==> config.mk <==
export PLATFORM = sky130hd
export DESIGN_NAME = macc_sched
export DESIGN_NICKNAME = d
export VERILOG_FILES = /design/src/rtl/macc_sched.sv
export SDC_FILE = /design/constraint.sdc
export NUM_CORES = 1
export LEC_CHECK = 0
export ABC_CLOCK_PERIOD_IN_PS = 3500
export CAP_MARGIN = 20
export CORE_ASPECT_RATIO = 0.7
export CORE_MARGIN = 5
export CORE_UTILIZATION = 45
export CTS_BUF_LIST = sky130_fd_sc_hd__clkbuf_16
export DETAILED_ROUTE_END_ITERATION = 10
export HOLD_SLACK_MARGIN = 0.05
export SKIP_CTS_REPAIR_TIMING = 1
export SLEW_MARGIN = 10
export SYNTH_ARGS = -nofsm -noshare
export SYNTH_HDL_FRONTEND = slang
export SYNTH_SLANG_ARGS = --single-unit
==> constraint.sdc <==
create_clock -name CLK -period 3.5 [get_ports CLK]
set_clock_uncertainty 0.15 [all_clocks]
set_input_delay 0.525 -clock CLK [delete_from_list [all_inputs] [get_ports CLK]]
set_output_delay 0.525 -clock CLK [all_outputs]
set_load 0.05 [all_outputs]
==> src/rtl/macc_sched.sv <==
// Compute scheduler for the matrix accelerator: walks i/j/k over NxN operands,
// issuing A/B reads and accumulating each dot product before writing it into C.
module macc_sched #(
  parameter int ADDR_MSB = 11,
  parameter int ROW_LOG2 = 6,
  parameter int DATA_W   = 32
) (
  input  logic              CLK,
  input  logic              RST_L,
  input  logic              start,
  input  logic              abort,
  input  logic [6:0]        dim,
  output logic              busy,
  output logic              done,
  output logic              err,
  output logic [ADDR_MSB:0] a_addr,
  output logic [ADDR_MSB:0] b_addr,
  input  logic [DATA_W-1:0] a_rdata,
  input  logic [DATA_W-1:0] b_rdata,
  output logic [ADDR_MSB:0] c_addr,
  output logic [DATA_W-1:0] c_wdata,
  output logic              c_we
);

  localparam int AW   = ADDR_MSB + 1;
  localparam int CW   = ROW_LOG2;
  localparam int NMAX = 1 << ROW_LOG2;

  typedef enum logic [1:0] {IDLE, ISSUE, DRAIN, WRITE} state_t;

  state_t            state_q, state_d;
  logic [CW-1:0]     i_q, i_d, j_q, j_d, k_q, k_d, nm1_q, nm1_d;
  logic [AW-1:0]     a_addr_q, a_addr_d, b_addr_q, b_addr_d, c_addr_q, c_addr_d;
  logic [DATA_W-1:0] acc_q, acc_d, c_wdata_q, c_wdata_d, prod;
  logic              busy_q, busy_d, done_q, done_d, err_q, err_d, c_we_q, c_we_d;
  logic              rvld_q, rvld_d, first_q, first_d;
  logic [CW-1:0]     kn, jn, in_;

  // Row-major word address: row in the upper bits, column in the lower.
  function automatic logic [AW-1:0] rc(input logic [CW-1:0] r, input logic [CW-1:0] c);
    return AW'({r, c});
  endfunction

  always_comb begin
    state_d   = state_q;
    i_d       = i_q;
    j_d       = j_q;
    k_d       = k_q;
    nm1_d     = nm1_q;
    a_addr_d  = a_addr_q;
    b_addr_d  = b_addr_q;
    c_addr_d  = c_addr_q;
    c_wdata_d = c_wdata_q;
    acc_d     = acc_q;
    done_d    = 1'b0;
    err_d     = 1'b0;
    c_we_d    = 1'b0;
    rvld_d    = 1'b0;
    first_d   = 1'b0;
    kn        = k_q + CW'(1);
    jn        = j_q + CW'(1);
    in_       = i_q + CW'(1);
    // Low DATA_W bits of the product are identical for signed and unsigned.
    prod      = a_rdata * b_rdata;

    if (rvld_q) acc_d = first_q ? prod : acc_q + prod;

    unique case (state_q)
      IDLE: begin
        if (start && !abort) begin
          if (dim != 7'd0 && int'(dim) <= NMAX) begin
            nm1_d    = CW'(dim - 7'd1);
            i_d      = '0;
            j_d      = '0;
            k_d      = '0;
            a_addr_d = rc('0, '0);
            b_addr_d = rc('0, '0);
            state_d  = ISSUE;
          end else begin
            err_d = 1'b1;
          end
        end
      end
      ISSUE: begin
        rvld_d  = 1'b1;
        first_d = (k_q == '0);
        if (k_q == nm1_q) begin
          state_d = DRAIN;
        end else begin
          k_d      = kn;
          a_addr_d = rc(i_q, kn);
          b_addr_d = rc(kn, j_q);
        end
      end
      DRAIN: begin
        // acc_d already includes the final product returning this cycle.
        state_d   = WRITE;
        c_we_d    = 1'b1;
        c_addr_d  = rc(i_q, j_q);
        c_wdata_d = acc_d;
      end
      WRITE: begin
        k_d = '0;
        if (j_q == nm1_q) begin
          j_d = '0;
          if (i_q == nm1_q) begin
            state_d = IDLE;
            done_d  = 1'b1;
          end else begin
            i_d      = in_;
            a_addr_d = rc(in_, '0);
            b_addr_d = rc('0, '0);
            state_d  = ISSUE;
          end
        end else begin
          j_d      = jn;
          a_addr_d = rc(i_q, '0);
          b_addr_d = rc('0, jn);
          state_d  = ISSUE;
        end
      end
      default: state_d = IDLE;
    endcase

    // Abort pre-empts everything, including a pending write.
    if (abort && state_q != IDLE) begin
      state_d   = IDLE;
      c_we_d    = 1'b0;
      done_d    = 1'b0;
      rvld_d    = 1'b0;
      a_addr_d  = a_addr_q;
      b_addr_d  = b_addr_q;
      c_addr_d  = c_addr_q;
      c_wdata_d = c_wdata_q;
    end

    busy_d = (state_d != IDLE);
  end

  always_ff @(posedge CLK or negedge RST_L) begin
    if (!RST_L) begin
      state_q   <= IDLE;
      i_q       <= '0;
      j_q       <= '0;
      k_q       <= '0;
      nm1_q     <= '0;
      a_addr_q  <= '0;
      b_addr_q  <= '0;
      c_addr_q  <= '0;
      c_wdata_q <= '0;
      acc_q     <= '0;
      busy_q    <= 1'b0;
      done_q    <= 1'b0;
      err_q     <= 1'b0;
      c_we_q    <= 1'b0;
      rvld_q    <= 1'b0;
      first_q   <= 1'b0;
    end else begin
      state_q   <= state_d;
      i_q       <= i_d;
      j_q       <= j_d;
      k_q       <= k_d;
      nm1_q     <= nm1_d;
      a_addr_q  <= a_addr_d;
      b_addr_q  <= b_addr_d;
      c_addr_q  <= c_addr_d;
      c_wdata_q <= c_wdata_d;
      acc_q     <= acc_d;
      busy_q    <= busy_d;
      done_q    <= done_d;
      err_q     <= err_d;
      c_we_q    <= c_we_d;
      rvld_q    <= rvld_d;
      first_q   <= first_d;
    end
  end

  assign busy    = busy_q;
  assign done    = done_q;
  assign err     = err_q;
  assign a_addr  = a_addr_q;
  assign b_addr  = b_addr_q;
  assign c_addr  = c_addr_q;
  assign c_wdata = c_wdata_q;
  assign c_we    = c_we_q;

endmodule

-- After elaboration in Yosys (flattened, before gate mapping)
Index checks and enable logic that the tools add are counted.
- $add $sub $neg: 5
- multiply operators: 1
- magnitude comparators: 1
- equal/unequal tests: 12
- muxes and demuxes: 40
- bitwise gates (word level): 1
- reduce and logical (&&, ||, !) cells: 17
- operator list (kind ; count):
    2-to-1 mux 12 bit ; 8
    case mux 12 bit (3 select lines) ; 2
    2-to-1 mux 32 bit ; 2
    2-to-1 mux 6 bit ; 6
    adder 32 bit ; 1
    multiplier 32 x 32 -> 32 bit ; 1
    case mux 6 bit (2 select lines) ; 2
    adder 6 x 1 -> 6 bit, second input constant ; 3
    == test 6 bit ; 3
    case mux 6 bit (3 select lines) ; 1
    2-to-1 mux 1 bit ; 13
    2-to-1 mux 2 bit ; 5
    != test 2 bit, second input constant ; 5
    case mux 2 bit (4 select lines) ; 1
    less-or-equal comparator 7 bit, second input constant ; 1
    nonzero test 7 bit ; 1
    logical NOT 6 bit ; 1
    AND reduction 3 bit ; 2
    AND reduction 6 bit ; 1
    nonzero test 2 bit ; 3
    subtractor 6 x 1 -> 6 bit, second input constant ; 1
    AND reduction 5 bit ; 1
    == test 2 bit, second input constant ; 2
    AND reduction 4 bit ; 1
    other kinds (8) ; 10
- flip-flop bits (word level): 132
- input port bits: 75
- output and inout bits: 72
- word-level logic and storage cells: 93

-- Logic depth before layout (Yosys ltp)
- word-level depth: 7
- mapped depth: 35

-- Least setup slack after synthesis
OpenSTA, ideal clock, no wires.
- path kind: input port to flip-flop
- from: input b_rdata[2]
- to: register c_wdata_q[31] (netlist: c_wdata[31])
- setup time: 0.120 ns
- data arrival time: 8.590 ns
- data required time: 3.230 ns
- setup slack: -5.359 ns
- cell stages on the path: 31
- path buffers: 2
- cell sequence: clkbuf_1 -> clkbuf_1 -> nand2_1 -> fa_1 -> inv_1 -> fa_1 -> inv_1 -> fa_1 -> fa_1 -> inv_1 -> fa_1 -> fa_1 -> fa_1 -> fa_1 -> ha_1 -> a21o_1 -> a21o_1 -> a21oi_1 -> o21ai_0 -> o21a_1 -> or2_1 -> o311ai_1 -> ha_1 -> o21a_1 -> o21ai_0 -> nor2_1 -> o211ai_1 -> nand2_1 -> mux2_1 -> a221o_1 -> a31o_1
- cells in the longest elaborated chain, start to end: 4
- RTL lines (item ; line ; text):
    start, declared ; 19 ; input logic [DATA_W-1:0] b_rdata,
    multiplier 32 x 32 -> 32 bit (*) ; 64 ; prod = a_rdata * b_rdata;
    adder 32 bit ; 66 ; if (rvld_q) acc_d = first_q ? prod : acc_q + prod;
    2-to-1 mux 32 bit (*) (2 in series) ; 66 ;
    end signal, assigned ; 167 ; c_wdata_q <= c_wdata_d;
    end, declared ; 34 ; logic [DATA_W-1:0] acc_q, acc_d, c_wdata_q, c_wdata_d, prod;
Mark *: on every way between the ends. The rest lies on a longest branch, timed or not.
A chain may end at the register's enable or synchronous reset.

-- Final worst setup path
- from: input a_rdata[8]
- to: register c_wdata_q[31] (netlist: c_wdata[31])
- cells in the longest elaborated chain, start to end: 4
- RTL lines (item ; line ; text):
    start, declared ; 18 ; input logic [DATA_W-1:0] a_rdata,
    multiplier 32 x 32 -> 32 bit (*) ; 64 ;
    adder 32 bit ; 66 ;
    2-to-1 mux 32 bit (*) (2 in series) ; 66 ;
Marked as above.

==> impl_metrics.tcl <==
set metrics [dict create \
    outcome "finished with violations" \
    violations "setup timing" \
    grt_max_degree 62 \
    dr_total_vias 19300 \
    multi_input_area_sq_mm 0.0197 \
    dp_hpwl_um 57500 \
    setup_viol_count_final 58 \
    clk-insertion-delay-late_ps 430 \
    coreArea_sq_mm 0.0508 \
    syn_area_sq_mm 0.0231 \
    met2_usage_pct 37.6 \
    fin_crit_ps 8490 \
    fmax_mhz 118 \
    hold_slack_ps 323 \
    htreeDepth 4 \
    drtAntennaViolNets 0 \
    min_period_over_period_pct 243 \
    ys_seq_area_share_pct 13.7 \
    r2r_slack_ps 80 \
    ys_seq_elements 126 \
    gp_congestion 0.932 \
    worst_pin_slew_ps 943 \
    synth.avg_cell_area_sq_um 8.97 \
    cp-end-kind "flop" \
    synth.net_count 3217 \
    slew_viol_final 0 \
    ys_types 68 \
    cts.reportedPaths.clkPinSlew_ps 60 \
    slowest_delay_ps 580 \
    crit_top_cell "fa_1" \
    synth_edf_count 0 \
    worst_slack_ps -4990 \
    diodes 0 \
    synthArstFlopShare_pct 100 \
    slew_headroom_pct 37.1 \
    drt_wl_total_um 73800 \
    cts_tree "yes" \
    grt_usage_pct 24.8 \
    drt-initial-drc-count 1221 \
    first_pass_iters 5 \
    io_pins 147 \
    area_delta_synth_final_pct 36.6 \
    cts-buffers-inserted 17 \
    seqCellArea_sq_mm 0.00315 \
    hold_class "flop to flop" \
    chipHeight_um 199 \
    portBuffers 146 \
    layout.nets 3697 \
    fill_cells 4203 \
    gr-total-overflow 0 \
    detail_route.vias_per_cell 5.15 \
    finalHoldViolCount 0 \
    rsz0062_at_grt "true" \
    ys.flop_type "dfrtp_1" \
    required_ps 3660 \
    crit_path_max_fanout 8 \
    synthCells 2571 \
    met3_usage_pct 6.74 \
    cp-start-kind "input port" \
    path_class "input port to flop" \
    grt_pass1_wl_um 110000 \
    start_util_pct 45.5 \
    slowest_stage "fa_1" \
    cap_violations 0 \
    ys_warn_count 0 \
    placed_cell_area_sq_mm 0.0284 \
    busiest_layer "met2" \
    die_w_um 281 \
    cts.path.max_buffers 2 \
    cts_root_buffer "clkbuf_16" \
    drive_gt1_share_pct 26.3 \
    row_count 69 \
    met1_usage_pct 37.5 \
    antenna_found_initial 0 \
    drc 0 \
    die_area_sq_mm 0.0560 \
    cts.sinks 126 \
    routedWlPerCell_um 19.7 \
    cp.arrival_ps 8650 \
    grt_pass1_vias 20100 \
    final_cell_area_sq_mm 0.0315 \
]
final timing paths:
path	startpoint	end	cells past startpoint
setup / recovery	a_rdata[8]	c_wdata[31]$_DFFE_PN0P_	32
hold / removal	c_addr[9]$_DFFE_PN0P_	c_addr[9]$_DFFE_PN0P_	2
setup reg to reg	acc_q[0]$_DFF_PN0_	c_wdata[22]$_DFFE_PN0P_	12
hold reg to reg	c_addr[9]$_DFFE_PN0P_	c_addr[9]$_DFFE_PN0P_	2
max in group asynchronous	RST_L	k_q[3]$_DFFE_PN0P_	3
min in group asynchronous	RST_L	c_wdata[5]$_DFFE_PN0P_	2
placed cells by master (no fill, tap or decap), types with 13 or more instances in the layout:
cell type          n
nand2_1          392
inv_1            383
nand3_1           18
fa_2              29
and2_1           253
ha_1             101
a21oi_2           23
fa_1             380
buf_12            33
nor2_1            73
and2_4            31
dlymetal6s2s_1    23
buf_4            335
o21a_1            16
xnor2_1           75
dfrtp_1          125
xor2_1            41
buf_6             61
clkbuf_16         31
ha_4              57
inv_2             30
mux2_4            13
clkdlybuf4s50_1  102
mux2_2            13
o21ai_0           61
a21oi_1           37
a21o_1            24
nor2b_1           14
and3_1            14
o21ai_1           13
flip-flops by register name, indices dropped and copies added (netlist names):
register,cells
nm1_q,6
c_addr,12
a_addr,12
done,1
k_q,6
c_we,1
first_q,1
b_addr,6
busy,1
err,1
rvld_q,1
state_q,2
acc_q,32
c_wdata,32
i_q,6
j_q,6
routing by layer:
layer / part of all wire [%] / wire length [um] / up-vias
li1: - / - / 8869
met1: 46 / 34000 / 9735
met2: 43 / 31300 / 609
met3: 11 / 7860 / 42
met4: 0.74 / 546 / 0
met5: 0 / 0 / -
critical path, delay by kind of cell:
kind,cells,cell delay [ps]
AOI/OAI and AO/OA,8,1640
adders and majority gates,10,4690
muxes,1,300
and+or+nand+nor,6,900
buffers and inverters,7,600
through the flow:
stage | TNS [ps] | utilization, % | worst slack, ps | instances
final | -207630 | 62.1 | -4990 | 3737
after global placement | -257320 | 56.0 | -5890 | 3618
after detailed placement | -261830 | 56.0 | -5940 | 3618
after CTS | -236760 | 57.2 | -5510 | 3649
after global routing | -220250 | 62.1 | -5260 | 3737
after floorplan | -192600 | - | -4960 | 2571
cell families (layout without fill, tap and decap cells):
group | count (synthesis) | in the layout | share of synthesized area (%)
and+or+nand+nor | 884 | 884 | 18.7
buffers and inverters | 541 | 1033 | 8.90
muxes | 40 | 40 | 1.91
xor gates and xnor gates | 134 | 134 | 5.15
AOI/OAI and AO/OA | 275 | 275 | 7.45
DFF | 126 | 126 | 13.7
adders and majority gates | 571 | 571 | 44.3
Yosys cell counts (all sizes together) (5+ instances only):
cell / instances / area (sq um)
inv: 415 / 1560
fa: 409 / 8190
nand2: 399 / 1500
and2: 284 / 1780
ha: 162 / 2030
dfrtp: 126 / 3150
clkbuf: 115 / 432
o21ai: 89 / 453
xnor2: 88 / 771
nor2: 84 / 315
a21oi: 66 / 330
xor2: 45 / 394
mux2: 26 / 300
a21o: 25 / 189
nand3: 24 / 125
a31oi: 16 / 100
o21a: 16 / 120
nor2b: 15 / 93.8
nor3: 15 / 75.1
and3: 14 / 87.6
mux2i: 14 / 140
a211oi: 12 / 95.1
nand2b: 12 / 75.1
buf: 11 / 65.1
nand4: 8 / 50.1
o31ai: 8 / 60.1
or3: 7 / 48.8
nor4: 6 / 37.5
o211ai: 6 / 45.0
nand3b: 5 / 37.5
o21bai: 5 / 37.5
o311ai: 5 / 43.8
cell type report:
class	instances	share of cell area, %
inverters	415	4.95
flip-flops and latches	126	10.0
repair buffers	587	18.0
multi-input cells	1904	62.5
clock buffers	17	1.35
clock inverters	14	0.504
well taps	674	2.68
Power is not shown: default switching activity piles up to over one toggle a cycle in this logic, so the estimate is an artifact.
